===== config.mk =====
export PLATFORM = sky130hd
export DESIGN_NAME = regfile_wr_arbiter
export DESIGN_NICKNAME = d
export VERILOG_FILES = /design/src/rtl/regfile_wr_arbiter.sv
export SDC_FILE = /design/constraint.sdc
export NUM_CORES = 1
export LEC_CHECK = 0
export BUFFER_PORTS_ARGS = -buffer_cell sky130_fd_sc_hd__buf_2
export CAP_MARGIN = 0
export CORE_ASPECT_RATIO = 1.2
export CORE_MARGIN = 1.5
export CORE_UTILIZATION = 48
export CTS_CLUSTER_SIZE = 8
export DETAILED_ROUTE_END_ITERATION = 6
export PLACE_DENSITY = 0.85
export SLEW_MARGIN = 20
export SYNTH_ARGS = -nofsm -noshare
export SYNTH_HDL_FRONTEND = slang
export SYNTH_SLANG_ARGS = --single-unit

===== constraint.sdc =====
create_clock -name clk -period 1.6 [get_ports clk]
set_input_delay 0.16 -clock clk [delete_from_list [all_inputs] [get_ports clk]]
set_output_delay 0.16 -clock clk [all_outputs]
set_load 0.01 [all_outputs]

===== src/rtl/regfile_wr_arbiter.sv =====
// ---------------------------------------------------------------------------
// regfile_wr_arbiter
//
// Write-port controller for the register file. Two requesters share the
// file's single write port:
//   A - single-cycle writeback path (fixed priority over B)
//   B - multi-cycle / load return path (anti-starvation timer)
// After every reset the block sweeps zeros into every entry, because the
// register array itself has no reset. Writes to register 0 are granted
// but never reach the file, since register 0 reads as hardwired zero.
//
// Ports:
//   clk        clock, all state updates on the rising edge
//   rst_n      asynchronous active-low reset
//   a_req      A wants to write          a_addr / a_data  A's target / data
//   a_gnt      A accepted this cycle (combinational)
//   b_req      B wants to write          b_addr / b_data  B's target / data
//   b_gnt      B accepted this cycle (combinational)
//   init_busy  zero-fill sweep in progress
//   rf_we      registered write enable to the file
//   rf_rd      registered write address
//   rf_d       registered write data
//
// state   | meaning
// --------+-----------------------------------------------------------
// ST_INIT | zero-fill sweep, one entry per cycle, no grants
// ST_RUN  | normal arbitration between A and B
// ---------------------------------------------------------------------------
module regfile_wr_arbiter #(
  parameter int SECT    = 5,
  parameter int DW      = 32,
  parameter int MAXWAIT = 4
) (
  input  logic            clk,
  input  logic            rst_n,
  input  logic            a_req,
  input  logic [SECT-1:0] a_addr,
  input  logic [DW-1:0]   a_data,
  output logic            a_gnt,
  input  logic            b_req,
  input  logic [SECT-1:0] b_addr,
  input  logic [DW-1:0]   b_data,
  output logic            b_gnt,
  output logic            init_busy,
  output logic            rf_we,
  output logic [SECT-1:0] rf_rd,
  output logic [DW-1:0]   rf_d
);

  typedef enum logic {
    ST_INIT = 1'b0,
    ST_RUN  = 1'b1
  } state_t;

  localparam logic [SECT-1:0] CNT_ONE   = SECT'(1);
  localparam logic [SECT-1:0] CNT_LAST  = '1;
  localparam logic [3:0]      WAIT_LOAD = 4'(MAXWAIT);
  localparam logic [3:0]      WAIT_ONE  = 4'd1;

  state_t          state, state_nxt;
  logic [SECT-1:0] cnt, cnt_nxt;
  // Cycles B may still be denied before it is forced through. Reloaded
  // whenever B is granted or withdraws; terminal count is zero.
  logic [3:0]      b_left, b_left_nxt;
  logic            force_b;

  always_ff @(posedge clk or negedge rst_n) begin
    if (!rst_n) begin
      state  <= ST_INIT;
      cnt    <= '0;
      b_left <= WAIT_LOAD;
    end else begin
      state  <= state_nxt;
      cnt    <= cnt_nxt;
      b_left <= b_left_nxt;
    end
  end

  always_comb begin
    state_nxt  = state;
    cnt_nxt    = cnt;
    b_left_nxt = b_left;
    force_b    = 1'b0;
    a_gnt      = 1'b0;
    b_gnt      = 1'b0;
    case (state)
      ST_INIT: begin
        cnt_nxt    = cnt + CNT_ONE;
        b_left_nxt = WAIT_LOAD;
        if (cnt == CNT_LAST) begin
          state_nxt = ST_RUN;
        end
      end
      ST_RUN: begin
        force_b = b_req && (b_left == '0);
        a_gnt   = a_req && !force_b;
        b_gnt   = b_req && !a_gnt;
        if (b_req && !b_gnt) begin
          // Denial can only happen with time left; the guard keeps the
          // timer from wrapping should that ever change.
          if (b_left != '0) begin
            b_left_nxt = b_left - WAIT_ONE;
          end
        end else begin
          b_left_nxt = WAIT_LOAD;
        end
      end
      default: begin
        state_nxt = ST_INIT;
        cnt_nxt   = '0;
      end
    endcase
  end

  assign init_busy = (state == ST_INIT);

  // Write issue: one registered write per grant, one cycle after the grant.
  // Address and data hold their last value when nothing is written.
  always_ff @(posedge clk or negedge rst_n) begin
    if (!rst_n) begin
      rf_we <= 1'b0;
      rf_rd <= '0;
      rf_d  <= '0;
    end else if (state == ST_INIT) begin
      rf_we <= 1'b1;
      rf_rd <= cnt;
      rf_d  <= '0;
    end else if (a_gnt) begin
      rf_we <= (a_addr != '0);
      rf_rd <= a_addr;
      rf_d  <= a_data;
    end else if (b_gnt) begin
      rf_we <= (b_addr != '0);
      rf_rd <= b_addr;
      rf_d  <= b_data;
    end else begin
      rf_we <= 1'b0;
    end
  end

endmodule


==> results.py <==
metrics = {
    "synthesis": {
        "synth_nets": 311,
        "synth.ff_latch_count": 48,
        "syn_area_per_cell_um2": 11.8,
        "yosys_warnings": 0,
        "synth-edff-count": 0,
        "synthCells": 229,
        "synthFlopType": "dfrtp_1",
        "ys_async_sr_fraction_pct": 100,
        "yosysSeqAreaShare_pct": 44.4,
        "synth_cell_types": 38,
        "syn_area_um2": 2710,
    },
    "floorplan": {
        "core-area_um2": 5370,
        "row_count": 29,
        "io-pin-count": 119,
        "die_area_um2": 6110,
        "start_util_pct": 50.5,
        "die_h_um": 85.3,
        "dieWidth_um": 71.6,
    },
    "clock_network": {
        "cts-buffers-inserted": 5,
        "cts_max_level": 2,
        "tritoncts": "done",
        "insertion_delay_ns": 0.31,
        "clk_pin_slew_ns": 0.10,
        "clock_sinks": 48,
        "cts_root_buffer": "clkbuf_8",
        "clock_path_buffers": 2,
    },
    "cells_and_area": {
        "drive_gt1_share_pct": 57.5,
        "area_growth_pct": 36.7,
        "final_nets": 439,
        "antennaDiodeCount": 0,
        "multiInputGateArea_um2": 1410,
        "final_area_um2": 3700,
        "final-seq-area_um2": 1200,
        "fillers": 416,
    },
    "critical_path": {
        "max_stage_delay_ns": 0.40,
        "cp-startpoint": "b_left[1]",
        "crit_fanout": 3,
        "timing.rr.start": "b_left[2]",
        "crit_required_ns": 1.44,
        "crit_end": "b_gnt",
        "crit_family": "simple AND/OR/NAND/NOR gates",
        "reg2reg_to": "rf_rd[1]",
        "end_kind": "output port",
        "r2r_setup_slack_ns": -0.02,
        "cp.arrival_ns": 1.47,
        "path_cells": "inv_2, ha_4, nand4bb_4, nand2_4, and3_4, buf_6",
        "r2r_cells": 5,
        "worstPathBufferInverterCount": 2,
        "crit_cells": 6,
        "path_class": "flop to output port",
        "crit_slowest_cell": "dfrtp_1",
        "start_kind": "flop",
    },
    "sta": {
        "slew_headroom_pct": 49.8,
        "hold_viol": 0,
        "rsz0062_at_grt": "yes",
        "fin_crit_sh_pct": 102,
        "worst_slack_ns": -0.0340,
        "max_freq_mhz": 612,
        "fin_skew_ns": 0.0141,
        "worst_slew_pin_slew_ns": 0.752,
        "setup_viol": 4,
        "period_needed_ns": 1.63,
        "whs_ns": 0.140,
        "drv_slew": 0,
    },
    "global_routing": {
        "grt_max_degree": 38,
        "grt_pass1_wl_mm": 10.7,
        "grt_pass1_vias": 2284,
        "grt_usage_pct": 22.5,
        "antenna_found_initial": 0,
        "grt_overflow": 0,
    },
    "detailed_routing": {
        "ant_nets": 0,
        "firstDrtPassIters": 7,
        "wl_per_cell_um": 16.6,
        "drc": 12,
        "vias": 2326,
        "drt_wl_total_mm": 6.98,
        "drt-vias-per-instance": 5.54,
        "drt_iter0_markers": 98,
    },
    "power_and_ir_drop": {
        "power_density_nw_per_um2": 834,
        "p_int_mw": 2.23,
        "sw_frac_of_total_pct": 27.7,
        "p_leak_nw": 1.71,
        "combPwrFrac_pct": 25.2,
        "seqPwrFrac_pct": 44.8,
        "clkPwrFrac_pct": 29.9,
        "switchingPower_uw": 856,
        "ir_worst_vdd_mv": 0.576,
    },
    "outcome": {
        "violations": "DRC, setup timing",
        "outcome": "finished with violations",
    },
    "job": {
        "cap_violations": 0,
    },
    "placed_design": {
        "place_congestion": 0.794,
        "numPortBuffers": 118,
        "hpwl_mm": 4.76,
        "dpl_cell_area_um2": 3360,
    },
    "min_path": {
        "hold_path.class": "input pin to flop",
    },
}
[state kept, by name (all words and copies together), names as in the netlist]
name	cells
rf_rd	5
rf_d	32
rf_we	1
cnt	5
b_left	4
state	1
[per-layer routing]
metal,GRT usage [%],vias to the layer above,routed length [um]
met1,27.2,1098,2790
met3,4.51,12,443
li1,-,1114,-
met2,40.3,102,3630
met5,0,-,0
met4,6.35,0,111
[worst register-to-register path, delay by kind of cell (launching register included)]
| family | cells | cell delay (ns) |
|---|---|---|
| simple gates | 1 | 0.29 |
| compound gates | 2 | 0.36 |
| flops | 1 | 0.56 |
| buf+inv | 2 | 0.28 |
[per-stage QoR]
stage	setup slack [ns]	cells	power, mW	setup TNS [ns]	util [%]
CTS	-0.0265	414	3.07	-0.0491	66.4
floorplan	0.147	229	1.81	0	-
global placement	0.0487	399	2.09	0	62.6
finish	-0.0340	420	3.09	-0.0835	69.0
detailed placement	-0.0316	399	2.12	-0.168	62.6
global route	-0.0976	420	3.23	-1.06	69.0
[kinds of logic after synthesis]
group	count (synthesis)	synth area share, %
xor gates and xnor gates	5	1.62
buffers and inverters	26	5.82
DFF	48	44.4
adders and majority gates	4	1.85
and+or+nand+nor	64	14.7
AOI/OAI and AO/OA	48	19.0
muxes	34	12.7
[power groups by stage]
stage	Combinational (mW)	Sequential, mW	Clock [mW]
floorplan	0.357	1.46	0
global placement	0.692	1.40	0
detailed placement	0.708	1.41	0
CTS	0.738	1.38	0.945
global route	0.844	1.40	0.993
finish	0.779	1.38	0.924
[timing repair]
item                       CTS  global route
pin swaps                    3            10
gates resized for setup      6            11
setup endpoints to repair   18            36
setup buffers                6             4
hold buffers                 1             0
hold endpoints to repair    19             0
cloned                       0             2
[cell type report]
| type | count | share of cell area [%] |
|---|---|---|
| Multi-Input combinational cell | 155 | 38.1 |
| Clock buffer | 6 | 2.23 |
| Clock inverter | 2 | 1.05 |
| Sequential cell | 48 | 32.5 |
| Timing Repair Buffer | 143 | 23.7 |
| Inverter | 4 | 0.405 |
| Tap cell | 62 | 2.09 |
[how the worst min path moves through the flow]
stage / start / to / slack, ns / depth (start not counted)
after floorplan: rst_n / b_left[0] / -0.14 / 0
after global placement: rst_n / rf_d[11] / 0.13 / 1
after detailed placement: rst_n / rf_d[11] / 0.14 / 1
after CTS: b_addr[4] / rf_we / 0.16 / 3
after global routing: a_data[20] / rf_d[20] / 0.14 / 3
final: a_data[19] / rf_d[19] / 0.14 / 3
[Yosys cell counts, types with 3 or more instances]
library cell	count	area (um^2)
dfrtp_1	47	1180
mux2i_1	32	320
a211oi_2	29	363
nor3_1	24	120
nor3_2	10	100
buf_2	9	45.0
nor2_1	8	30.0
buf_4	6	45.0
xnor2_1	5	43.8
a21oi_1	4	20.0
clkbuf_1	4	15.0
ha_1	4	50.1
nand2b_1	4	25.0
a211oi_1	3	22.5
and3_1	3	18.8
o2bb2ai_1	3	26.3
o311ai_1	3	26.3
or3_1	3	18.8
[cell usage in the layout (no fill, tap or decap), types with 4 or more instances in the layout]
master,n
buf_2,116
dfrtp_1,47
mux2i_1,32
a211oi_2,29
nor3_1,22
buf_4,17
nor3_2,12
nor2_1,7
clkbuf_8,6
xnor2_1,5
inv_2,4
a21oi_1,4
nand2b_1,4
Power figures use the tool's default switching activity.
